==> src/rtl/seq_detector_if.sv <==
// rtl/seq_detector_if.sv - serial sample in / match status out bundle for seq_detector
interface seq_detector_if #(
    parameter int CNT_W = 8
);
    logic             En;
    logic             Clr;
    logic             In1;
    logic             Out1;
    logic             Armed;
    logic [CNT_W-1:0] MatchCnt;

    modport master (
        output En, Clr, In1,
        input  Out1, Armed, MatchCnt
    );

    modport slave (
        input  En, Clr, In1,
        output Out1, Armed, MatchCnt
    );
endinterface

==> src/rtl/seq_detector.sv <==
// rtl/seq_detector.sv - parametrised Moore serial pattern detector; SEQDET_MATCH_CNT_EN adds the saturating match counter
module seq_detector #(
    parameter int                 PAT_LEN = 4,
    parameter logic [PAT_LEN-1:0] PATTERN = 4'b1011,
    parameter bit                 OVERLAP = 1'b1,
    parameter int                 CNT_W   = 8
) (
    input logic           CLK,
    input logic           RST,
    seq_detector_if.slave bus
);
    localparam int             FW   = $clog2(PAT_LEN + 1);
    localparam logic [FW-1:0]  FULL = FW'(PAT_LEN);

    logic [PAT_LEN-1:0] hist_q, hist_d, hist_n;
    logic [FW-1:0]      fill_q, fill_d, fill_n;
    logic               out_q, out_d;
    logic               match;

    always_ff @(posedge CLK or negedge RST) begin
        if (!RST) begin
            hist_q <= '0;
            fill_q <= '0;
            out_q  <= 1'b0;
        end else begin
            hist_q <= hist_d;
            fill_q <= fill_d;
            out_q  <= out_d;
        end
    end

    always_comb begin
        hist_n = {hist_q[PAT_LEN-2:0], bus.In1};
        fill_n = (fill_q == FULL) ? FULL : fill_q + 1'b1;
        match  = (hist_n == PATTERN) && (fill_n == FULL);
        hist_d = hist_q;
        fill_d = fill_q;
        out_d  = 1'b0;
        if (bus.Clr) begin
            hist_d = '0;
            fill_d = '0;
        end else if (bus.En) begin
            hist_d = hist_n;
            out_d  = match;
            // Non-overlap mode forgets history so the next match needs a full fresh window.
            fill_d = (match && !OVERLAP) ? '0 : fill_n;
        end
    end

`ifdef SEQDET_MATCH_CNT_EN
    logic [CNT_W-1:0] cnt_q, cnt_d;

    always_ff @(posedge CLK or negedge RST) begin
        if (!RST) begin
            cnt_q <= '0;
        end else begin
            cnt_q <= cnt_d;
        end
    end

    always_comb begin
        cnt_d = cnt_q;
        if (bus.Clr) begin
            cnt_d = '0;
        end else if (bus.En && match && (cnt_q != {CNT_W{1'b1}})) begin
            cnt_d = cnt_q + 1'b1;
        end
    end

    assign bus.MatchCnt = cnt_q;
`else
    assign bus.MatchCnt = '0;
`endif

    assign bus.Out1  = out_q;
    assign bus.Armed = (fill_q == FULL);
endmodule
==> src/flat_wrapper.sv <==
// flat-port wrapper written by rule: the top's interface ports become plain ports
module seq_detector_flat 
#(
    parameter int                 PAT_LEN = 4,
    parameter logic [PAT_LEN-1:0] PATTERN = 4'b1011,
    parameter bit                 OVERLAP = 1'b1,
    parameter int                 CNT_W   = 8
)
  (CLK, RST, bus_En, bus_Clr, bus_In1, bus_Out1, bus_Armed, bus_MatchCnt);
  seq_detector_if #(.CNT_W(CNT_W)) bus_i ();
  input logic CLK;
  input logic RST;
  input wire logic [$bits(bus_i.En)-1:0] bus_En;
  input wire logic [$bits(bus_i.Clr)-1:0] bus_Clr;
  input wire logic [$bits(bus_i.In1)-1:0] bus_In1;
  output wire logic [$bits(bus_i.Out1)-1:0] bus_Out1;
  output wire logic [$bits(bus_i.Armed)-1:0] bus_Armed;
  output wire logic [$bits(bus_i.MatchCnt)-1:0] bus_MatchCnt;
  assign bus_i.En = bus_En;
  assign bus_i.Clr = bus_Clr;
  assign bus_i.In1 = bus_In1;
  assign bus_Out1 = bus_i.Out1;
  assign bus_Armed = bus_i.Armed;
  assign bus_MatchCnt = bus_i.MatchCnt;
  seq_detector #(.PAT_LEN(PAT_LEN), .PATTERN(PATTERN), .OVERLAP(OVERLAP), .CNT_W(CNT_W)) u_core (.CLK(CLK), .RST(RST), .bus(bus_i));
endmodule
==> config.mk <==
export PLATFORM = sky130hd
export DESIGN_NAME = seq_detector_flat
export DESIGN_NICKNAME = d
export VERILOG_FILES = /design/src/rtl/seq_detector_if.sv /design/src/rtl/seq_detector.sv /design/src/flat_wrapper.sv
export SDC_FILE = /design/constraint.sdc
export NUM_CORES = 1
export LEC_CHECK = 0
export CORE_AREA = 10 10 47 49
export CTS_CLUSTER_SIZE = 8
export DETAILED_ROUTE_END_ITERATION = 7
export DIE_AREA = 0 0 57 59
export HOLD_SLACK_MARGIN = 0.05
export PLACE_DENSITY = 0.69
export REMOVE_ABC_BUFFERS = 1
export SETUP_SLACK_MARGIN = 0.05
export SLEW_MARGIN = 20
export SYNTH_ARGS = -nofsm -noshare
export SYNTH_HDL_FRONTEND = slang
export SYNTH_SLANG_ARGS = --single-unit
==> constraint.sdc <==
create_clock -name CLK -period 3.3 [get_ports CLK]
set_input_delay 0.825 -clock CLK [delete_from_list [all_inputs] [get_ports CLK]]
set_output_delay 0.825 -clock CLK [all_outputs]
set_load 0.01 [all_outputs]
# ---- Word-level counts from Yosys, hierarchy flattened
# Cells that the tools add are included.
dict set report op_classes {
  n_reduce_logical 2
  muxes 7
  n_addsub 1
  n_eq_ne 3
}
# cell n
set op_table {}
lappend op_table {{$mux W3} 5}
lappend op_table {{$eq A3 B3 Y1 const B} 2}
lappend op_table {{$eq A4 B4 Y1 const B} 1}
lappend op_table {{$add A3 B1 Y3 const B} 1}
lappend op_table {{$mux W1} 2}
lappend op_table {{$reduce_bool A2 Y1} 1}
lappend op_table {{$logic_and A1 B1 Y1} 1}
dict set report totals {
  ff_bits 7
  elab_cells 16
  out_inout_bits 10
}

# ---- Logic depth before layout (Yosys ltp)
dict set report depth {
  ltp_word 6
  ltp_mapped 5
  ltp_nobuf 5
}

# ---- Worst setup path after synthesis
# OpenSTA, ideal clock, no wires.
dict set report synth_path {
  kind {input-to-reg}
  from {input bus_En}
  to {register u_core.out_q, in the netlist u_core.bus.Out1}
  arrival_ns 1.581
  path_buffers 1
  setup_time_ns 0.080
  path_slack_ns 1.639
  stages 4
  required_time_ns 3.220
  cell_sequence {buf_6 -> nand4_1 -> or4_1 -> nor3b_2}
}
dict set report synth_via {
  elab_chain_len 2
}
# element line
set synth_rtl {}
lappend synth_rtl {{start, declared} flat_wrapper.sv:13} ;# input wire logic [$bits(bus_i.En)-1:0] bus_En;
lappend synth_rtl {{$mux W1} seq_detector.sv:42} ;# end else if (bus.En) begin
lappend synth_rtl {{$mux W1} seq_detector.sv:39} ;# if (bus.Clr) begin
lappend synth_rtl {{net u_core.out_d} seq_detector.sv:17} ;# logic out_q, out_d;
lappend synth_rtl {{end signal, assigned} seq_detector.sv:28} ;# out_q <= out_d;
lappend synth_rtl {{end, declared} seq_detector.sv:17}
# The timed path passes the listed nets, and every way through them passes these cells.
# A chain may end at the register's enable or synchronous reset.

# ---- Final worst setup path
dict set report layout_path {
  from {register u_core.fill_q[0]}
  to {output bus_Armed}
}
dict set report layout_via {
  elab_chain_len 1
}
# element line
set layout_rtl {}
lappend layout_rtl {{start, declared} seq_detector.sv:16} ;# logic [FW-1:0] fill_q, fill_d, fill_n;
lappend layout_rtl {{start signal, assigned} seq_detector.sv:27} ;# fill_q <= fill_d;
lappend layout_rtl {{$eq A3 B3 Y1} seq_detector.sv:76} ;# assign bus.Armed = (fill_q == FULL);
lappend layout_rtl {{end, declared} flat_wrapper.sv:17} ;# output wire logic [$bits(bus_i.Armed)-1:0] bus_Armed;
# No other way between the ends.

==> impl_metrics.yaml <==
critical_path:
  worst-path-buf-inv: 3
  worstSetupPathType: "reg2out"
  critical_path_depth: 5
  cp-end-kind: "output port"
  cp_slowest_cell: "clkdlybuf4s50_1"
  timing.rr.end: "u_core.bus.Out1"
  reg2reg_slack_ns: 1.73
  path_cells: "inv_1 -> ha_1 -> nand2_1 -> inv_1 -> clkdlybuf4s50_1"
  crit_path_end: "bus_Armed"
  worstPathArrival_ns: 1.56
  crit_family: "buffers and inverters"
  slowest_delay_ns: 0.52
  reg2reg_depth: 4
  cp_max_fo: 4
  critPathMostFrequentCell: "inv_1"
  r2r_start: "u_core.fill_q[0]"
  worstSetupStartpointType: "register"
  crit_path_start: "u_core.fill_q[0]"
  required_ns: 2.47
power:
  p_leak_nw: 0.232
  irDropWorstVdd_v: 0.000208
  total_power_mw: 0.192
  power_density_mw_per_mm2: 400
routing:
  vias_per_cell: 4.27
  wl_per_cell_um: 10.9
  first_pass_iters: 4
  drtIter0Drc: 2
  drc: 0
  ant_nets: 0
  routed_wl_um: 721
  dr_total_vias: 282
sta:
  period_minus_slack_ns: 2.39
  clock_skew_ns: 0.00567
  rsz0062_at_grt: "no"
  tns_ns: 0
  timing_hold_violations_final: 0
  setup-violations-final: 0
  hold_ws_ns: 0.529
  drv_slew: 0
  period_share: 0.724
  fmax_ghz: 0.418
floorplanning:
  fp.dieH_um: 59
  dieArea_mm2: 0.00336
  die_x_um: 57
  start_util: 0.298
  io-pin-count: 15
  core_mm2: 0.00140
  rows: 14
logic_synthesis:
  ys_warn_count: 0
  avgSynthCellArea_um2: 9.95
  ys_top_cells_by_area: "dfrtp_1, buf_4, mux2i_1, ha_1, a21oi_1"
  synth_cell_type_count: 18
  synth-seq-cells: 7
  synth_top_area_share: 0.419
  netlist_instances: 42
  netlist_area_um2: 418
  seq_area_frac_synth: 0.419
  synth_top_area_cell: "dfrtp_1"
grt:
  grt_pass1_wl_mm: 1.24
  antenna_found_initial: 0
  track_usage: 0.0483
  overflow: 0
  grt_start_max_net_pins: 10
  grt_pass1_vias: 297
placed_design:
  port_buffers: 6
  place_congestion: 0.768
  place_hpwl_um: 593
  placed_cells: 62
clock_network:
  cts.clk_slew.worst_paths_ns: 0.05
  cts_buffer_depth: 2
  cts_setup_buffers: 0
  cts_tree: "built"
  cts_buffers: 3
  cts_sinks: 7
  htreeDepth: 1
  cts_hold_buffers: 0
  root_buffer: "clkbuf_4"
  ctsResizeCount: 0
  clk_latency_ns: 0.25
outcome:
  status: "finished, final reports clean"
final_layout:
  drive_above_1_share: 0.0800
  nets: 58
  num_antenna_cells: 0
  final_util: 0.342
  syn_to_final_growth_pct: 14.7
  fin_cells: 66
worst_hold_path:
  min_path_type: "reg2reg"
flow_run:
  maxCapViolCount: 0
[cells in the mapped netlist, drive strengths merged]
cell,n
nor3b,1
a311oi,1
nand2b,1
conb,1
nor2b,1
ha,2
a21oi,3
or4,1
dfrtp,7
nand2,1
nand3,1
o21ai,1
inv,3
nor2,4
mux2i,4
nand4,1
buf,9
[worst min path at each step]
stage / cells past startpoint / endpoint / startpoint / slack, ns
after global routing: 2 / u_core.hist_q[2] / u_core.hist_q[2] / 0.58
after floorplan: 2 / u_core.hist_q[2] / u_core.hist_q[2] / 0.49
final: 2 / u_core.hist_q[2] / u_core.hist_q[2] / 0.53
after CTS: 2 / u_core.hist_q[2] / u_core.hist_q[2] / 0.53
after detailed placement: 2 / u_core.hist_q[2] / u_core.hist_q[2] / 0.52
after global placement: 2 / u_core.hist_q[2] / u_core.hist_q[2] / 0.50
[kinds of logic after synthesis]
kind of cell             after synthesis  synth area share
buffers and inverters                 12             0.198
AND/OR/NAND/NOR                       11             0.150
flip-flops                             7             0.419
AO/OA/AOI/OAI                          5            0.0688
multiplexers                           4            0.0958
adder cells (fa/ha/maj)                2            0.0599
other                                  1           0.00897
[registers in the layout, indices dropped and copies added, names as in the netlist]
name and count:
u_core.bus.Out1 1, u_core.fill_q 3, u_core.hist_q 3
[layout by cell type, fill, tap and decap left out]
master | Yosys | final
conb_1 | 1 | 8
dfrtp_1 | 7 | 7
clkdlybuf4s50_1 | 0 | 6
mux2i_1 | 4 | 4
nor2_1 | 4 | 4
inv_1 | 3 | 3
a21oi_1 | 3 | 3
clkbuf_4 | 0 | 3
ha_1 | 2 | 2
nand2_1 | 1 | 1
nand4_1 | 1 | 1
or4_1 | 1 | 1
nor2b_1 | 1 | 1
o21ai_0 | 1 | 1
nor3b_2 | 1 | 1
nand3_1 | 1 | 1
nand2b_1 | 1 | 1
a311oi_1 | 1 | 1
clkbuf_1 | 0 | 1
[worst min-delay path: stages (launching register included)]
cell and delay (ns):
dfrtp_1 0.34, mux2i_1 0.07, nor2_1 0.08
[through the flow]
stage               area [um2]  worst slack, ns
finish                     479            0.910
global route               479            0.811
CTS                        479            0.895
detailed placement         453            0.966
global placement           453            0.966
floorplan                  373             1.71
[where the power goes]
group          internal (mW)  leakage, nW  switching (mW)
sequential            0.0892       0.0954         0.00273
combinational         0.0100        0.122          0.0145
clock                 0.0460       0.0150          0.0291
[final cells by class]
| class | instances | area (um2) |
|---|---|---|
| Tap cell | 16 | 20.0 |
| Sequential cell | 7 | 175 |
| Timing Repair Buffer | 6 | 60.1 |
| Clock buffer | 4 | 26.3 |
| Multi-Input combinational cell | 30 | 186 |
| Inverter | 3 | 11.3 |
| Fill cell | 154 | 922 |
[per-layer routing]
metal  GRT usage  vias to the layer above  part of all wire
met4      0.0503                        0                 0
met3      0.0279                        0             0.085
met1      0.0484                      129              0.46
li1            -                      143                 -
met5           0                        -                 0
met2      0.0667                       10              0.45
Power figures use the tool's default switching activity.
